[src/rtl/memory_pkg.sv]
// memory_pkg: port tags and arbiter states shared by the memory arbiter and its tag FIFO
package memory_pkg;
  typedef enum logic {PORT_I, PORT_D} port_t;
  typedef enum logic {IDLE, HOLD} arb_state_t;
endpackage

[src/rtl/memory_arbiter_tag_fifo.sv]
// tag_fifo: in-order FIFO of requester tags (push/push_tag in, pop in, head/full/empty out, async active-low reset)
module tag_fifo
  import memory_pkg::*;
#(
  parameter int DEPTH = 4
) (
  input  logic  clock,
  input  logic  reset,
  input  logic  push,
  input  port_t push_tag,
  input  logic  pop,
  output port_t head,
  output logic  full,
  output logic  empty
);
  localparam int AW = $clog2(DEPTH);
  localparam int CW = $clog2(DEPTH + 1);
  port_t mem [DEPTH];
  logic [AW-1:0] wr_ptr, rd_ptr;
  logic [CW-1:0] count;
  logic do_push, do_pop;
  assign do_push = push && !full;
  assign do_pop = pop && !empty;
  assign full = count == CW'(DEPTH);
  assign empty = count == '0;
  assign head = mem[rd_ptr];
  always_ff @(posedge clock or negedge reset)
    if (!reset) begin
      wr_ptr <= '0;
      rd_ptr <= '0;
      count <= '0;
    end else begin
      if (do_push) wr_ptr <= wr_ptr + AW'(1);
      if (do_pop) rd_ptr <= rd_ptr + AW'(1);
      count <= count + CW'(do_push) - CW'(do_pop);
    end
  always_ff @(posedge clock)
    if (do_push) mem[wr_ptr] <= push_tag;
endmodule

[src/rtl/memory_arbiter.sv]
// memory_arbiter: round-robin I/D request arbiter onto one memory port (i_m_*/d_m_* requests, mem_m_* forward, mem_s_* responses routed to i_s_*/d_s_* by tag FIFO)
module memory_arbiter
  import memory_pkg::*;
#(
  parameter int WIDTH = 32,
  parameter int DEPTH = 4
) (
  input  logic             clock,
  input  logic             reset,
  input  logic [WIDTH-1:0] i_m_address,
  input  logic [WIDTH-1:0] i_m_data,
  input  logic             i_m_write,
  input  logic             i_m_valid,
  output logic             i_m_ready,
  output logic [WIDTH-1:0] i_s_data,
  output logic             i_s_valid,
  input  logic             i_s_ready,
  input  logic [WIDTH-1:0] d_m_address,
  input  logic [WIDTH-1:0] d_m_data,
  input  logic             d_m_write,
  input  logic             d_m_valid,
  output logic             d_m_ready,
  output logic [WIDTH-1:0] d_s_data,
  output logic             d_s_valid,
  input  logic             d_s_ready,
  output logic [WIDTH-1:0] mem_m_address,
  output logic [WIDTH-1:0] mem_m_data,
  output logic             mem_m_write,
  output logic             mem_m_valid,
  input  logic             mem_m_ready,
  input  logic [WIDTH-1:0] mem_s_data,
  input  logic             mem_s_valid,
  output logic             mem_s_ready
);
  arb_state_t state;
  port_t owner, last, grant, head;
  logic full, empty, g_valid, accept, pop, sel_i;
  // HOLD pins the grant so a stalled request stays stable; otherwise ties go to the port not served last
  always_comb grant = state == HOLD ? owner :
                      (i_m_valid && d_m_valid) ? (last == PORT_I ? PORT_D : PORT_I) :
                      i_m_valid ? PORT_I : PORT_D;
  assign sel_i = grant == PORT_I;
  assign g_valid = sel_i ? i_m_valid : d_m_valid;
  // full is 0 while reset holds the FIFO empty, so reset gates the request side explicitly
  assign mem_m_valid = reset && g_valid && !full;
  assign i_m_ready = reset && sel_i && mem_m_ready && !full;
  assign d_m_ready = reset && !sel_i && mem_m_ready && !full;
  assign mem_m_address = sel_i ? i_m_address : d_m_address;
  assign mem_m_data = sel_i ? i_m_data : d_m_data;
  assign mem_m_write = sel_i ? i_m_write : d_m_write;
  assign accept = mem_m_valid && mem_m_ready;
  assign i_s_data = mem_s_data;
  assign d_s_data = mem_s_data;
  assign i_s_valid = !empty && head == PORT_I && mem_s_valid;
  assign d_s_valid = !empty && head == PORT_D && mem_s_valid;
  assign mem_s_ready = !empty && (head == PORT_I ? i_s_ready : d_s_ready);
  assign pop = mem_s_valid && mem_s_ready;
  always_ff @(posedge clock or negedge reset)
    if (!reset) begin
      state <= IDLE;
      owner <= PORT_I;
      last <= PORT_D;
    end else begin
      state <= accept ? IDLE : g_valid ? HOLD : state;
      owner <= grant;
      if (accept) last <= grant;
    end
  tag_fifo #(.DEPTH(DEPTH)) u_tag_fifo (
    .clock(clock),
    .reset(reset),
    .push(accept),
    .push_tag(grant),
    .pop(pop),
    .head(head),
    .full(full),
    .empty(empty)
  );
endmodule
[config.mk]
export PLATFORM = sky130hd
export DESIGN_NAME = memory_arbiter
export DESIGN_NICKNAME = d
export VERILOG_FILES = /design/src/rtl/memory_pkg.sv /design/src/rtl/memory_arbiter_tag_fifo.sv /design/src/rtl/memory_arbiter.sv
export SDC_FILE = /design/constraint.sdc
export NUM_CORES = 1
export LEC_CHECK = 0
export CAP_MARGIN = 20
export CORE_AREA = 2 2 119 121
export CTS_BUF_LIST = sky130_fd_sc_hd__clkbuf_16
export DETAILED_ROUTE_END_ITERATION = 12
export DIE_AREA = 0 0 121 123
export PLACE_DENSITY = 0.59
export REMOVE_ABC_BUFFERS = 1
export SKIP_CTS_REPAIR_TIMING = 1
export SYNTH_ARGS = -nofsm -noshare
export SYNTH_HDL_FRONTEND = slang
export SYNTH_HIERARCHICAL = 1
export SYNTH_SLANG_ARGS = --single-unit
[constraint.sdc]
create_clock -name clock -period 2.6 [get_ports clock]
set_input_delay 0.65 -clock clock [delete_from_list [all_inputs] [get_ports clock]]
set_output_delay 0.65 -clock clock [all_outputs]
set_load 0.01 [all_outputs]
==> impl_metrics.json <==
{
  "arrival_ps": 2240,
  "power_leakage_nw": 2.26,
  "dp_cells": 561,
  "report.final.hold_viol_count": 0,
  "ys_seq_area_share_pct": 16.3,
  "crit_chain": "and2b_2, o21ai_4, buf_12, buf_8, buf_12, clkbuf_16, buf_4, mux2_4, clkbuf_2",
  "path_buf_inv": 6,
  "std_cell_rows": 43,
  "violations": "negative setup slack",
  "relSlewSlack_pct": 76.6,
  "overflow": 0,
  "clock_latency_ps": 240,
  "required_ps": 1950,
  "netlist_area_um2": 2280,
  "syn_inst": 214,
  "swShare_pct": 34.1,
  "clock_path_buffers": 2,
  "dieHeight_um": 123,
  "finalClockSkew_ps": 3.99,
  "finalSetupTns_ps": -8820,
  "synth_edf_count": 4,
  "grt_pass1_vias": 2434,
  "cts_buffers": 3,
  "dr.pass1.iters": 4,
  "die-area_um2": 14900,
  "wl_mm": 11.5,
  "cpMostUsedCell": "buf_12",
  "ant_nets": 0,
  "worst_pin_slew_ps": 351,
  "drtIter0Drc": 76,
  "cp-end-kind": "primary output",
  "place_congestion": 0.812,
  "cts-root-buf": "clkbuf_16",
  "clk_pin_slew_worst_paths_ps": 50,
  "slowest_delay_ps": 530,
  "yosys.area.top_type": "buf_4",
  "clock_sinks": 14,
  "maxSlewViolCount": 0,
  "reg2reg_slack_ps": -110,
  "p_comb_share_pct": 83.3,
  "yosys.area.top_type_share_pct": 22.1,
  "io_pins": 305,
  "cp_max_fo": 8,
  "dpl.hpwl_mm": 9.71,
  "grt_max_degree": 20,
  "wl_per_cell_um": 19.3,
  "drive_gt1_share_pct": 50.2,
  "htree_levels": 1,
  "post-place-ws_ps": -684,
  "ys_ff_latch": 14,
  "areaGrowthSynthToFinish_pct": 113,
  "maxCapViolCount": 0,
  "critPathKind": "flop to primary output",
  "fin_total_pwr_mw": 4.28,
  "power_frac_seq_pct": 9.9,
  "synth_cell_types": 35,
  "fillers": 1363,
  "start_kind": "flop",
  "cp_slowest_cell": "dfstp_2",
  "min_path_type": "flop to flop",
  "ir_drop_mv": 0.374,
  "avgSynthCellArea_um2": 10.7,
  "switchingPower_mw": 1.46,
  "internal_power_mw": 2.82,
  "vias": 2354,
  "synthFlopType": "dfrtp_1",
  "yosysWarnings": 6,
  "tritoncts": "built",
  "antenna_found_initial": 1,
  "crit_family": "buffers and inverters",
  "fin_crit_ps": 2890,
  "clock.fmax_mhz": 346,
  "fin_cells": 597,
  "worst_slack_ps": -287,
  "vias_per_cell": 3.94,
  "power.density_nw_per_um2": 883,
  "port_buffers": 208,
  "post-route-period-util_pct": 111,
  "layout.nets": 594,
  "grt_pass1_wl_mm": 15.0,
  "synth_area_leaders": "buf_4 (22%), mux2_4 (18%), mux2_2 (18%), dfrtp_1 (9.9%), edfxtp_1 (5.3%)",
  "async_flop_share_pct": 71.4,
  "fp.coreArea_um2": 13600,
  "rsz0062_at_grt": "true",
  "drcViolationCount": 0,
  "post-synth-top-count-cell": "buf_4",
  "setup_viol": 60,
  "clock_power_share_pct": 6.8,
  "fp.dieW_um": 121,
  "final_util_pct": 35.6,
  "initial_core_util_pct": 16.7,
  "grt_usage_pct": 13.7,
  "synth_common_cells": "buf_4 (67), mux2_2 (37), mux2_4 (28), dfrtp_1 (9), inv_1 (7)",
  "status": "complete, but fails checks"
}
-- metal layers --
| metal | routed length, um | vias to the layer above | track usage, % | share of wire (%) |
|---|---|---|---|---|
| li1 | - | 1088 | - | - |
| met1 | 4510 | 1073 | 15.3 | 39 |
| met2 | 5190 | 181 | 19.4 | 45 |
| met3 | 1710 | 10 | 11.9 | 15 |
| met4 | 43 | 2 | 1.24 | 0.37 |
| met5 | 74 | - | 9.38 | 0.64 |
-- worst paths after layout --
path                                       from              endpoint  cells after the start
setup / recovery                           last        mem_m_data[13]                      9
hold / removal             u_tag_fifo/rd_ptr[1]  u_tag_fifo/rd_ptr[1]                      1
setup reg to reg           u_tag_fifo/rd_ptr[0]   u_tag_fifo/count[2]                     13
hold reg to reg            u_tag_fifo/rd_ptr[1]  u_tag_fifo/rd_ptr[1]                      1
max in group asynchronous                 reset                  last                      3
min in group asynchronous                 reset                 state                      3
-- layout by cell type, fill, tap and decap left out, drive strengths merged, types with 2 or more instances in the layout --
cell type	n
nor3	2
nand2	4
dlymetal6s2s	7
xnor2	4
nor2	4
and3b	5
o21ai	4
nand3b	2
nor3b	3
clkdlybuf4s50	135
nand2b	6
ha	6
dfrtp	9
o211ai	3
buf	97
nand4bb	2
clkbuf	33
edfxtp	4
inv	8
mux2	65
-- flip-flops by register name (all words and copies together), names as in the netlist --
signal             count
u_tag_fifo/mem         4
u_tag_fifo/count       3
u_tag_fifo/rd_ptr      2
u_tag_fifo/wr_ptr      2
last                   1
owner                  1
state                  1
-- power by group through the flow --
stage	Sequential [mW]	Combinational (mW)	Clock [mW]
after global placement	0.414	2.71	0
final	0.424	3.57	0.291
after detailed placement	0.421	2.75	0
after floorplan	0.420	1.30	0
after global routing	0.438	3.79	0.314
after CTS	0.419	2.76	0.303
-- metrics by stage --
step,cell area (um2),hold slack (ps)
after global routing,4850,516
after detailed placement,4280,490
after CTS,4350,497
after global placement,4280,482
final,4850,484
after floorplan,1710,354
-- final cells by class --
cell class | instances | area, um2 | share of cell area, %
repair buffers | 269 | 2690 | 55.6
multi-input cells | 121 | 1450 | 29.8
flip-flops and latches | 14 | 372 | 7.66
well taps | 180 | 225 | 4.65
clock buffers | 3 | 75.1 | 1.55
inverters | 8 | 30.0 | 0.619
clock inverters | 1 | 3.75 | 0.0774
diodes | 1 | 2.50 | 0.0516
-- logic make-up after synthesis --
kind of cell             count (synthesis)  synth area share (%)
buffers and inverters                   79                  26.5
adder cells (fa/ha/maj)                  7                  4.17
AND/OR/NAND/NOR                         33                  10.0
flip-flops                              14                  16.3
multiplexers                            67                  38.1
XOR/XNOR                                 4                  1.54
AO/OA/AOI/OAI                           10                  3.29
-- worst register-to-register path: cells and delay by family, from the launching register on --
family,cells,cell delay (ps)
xor+xnor,2,270
compound gates,1,60
simple gates,2,230
mux,2,710
buf+inv,3,170
fa+ha+maj,3,790
flops,1,360
Note: power is estimated with default switching activity, not from simulation.
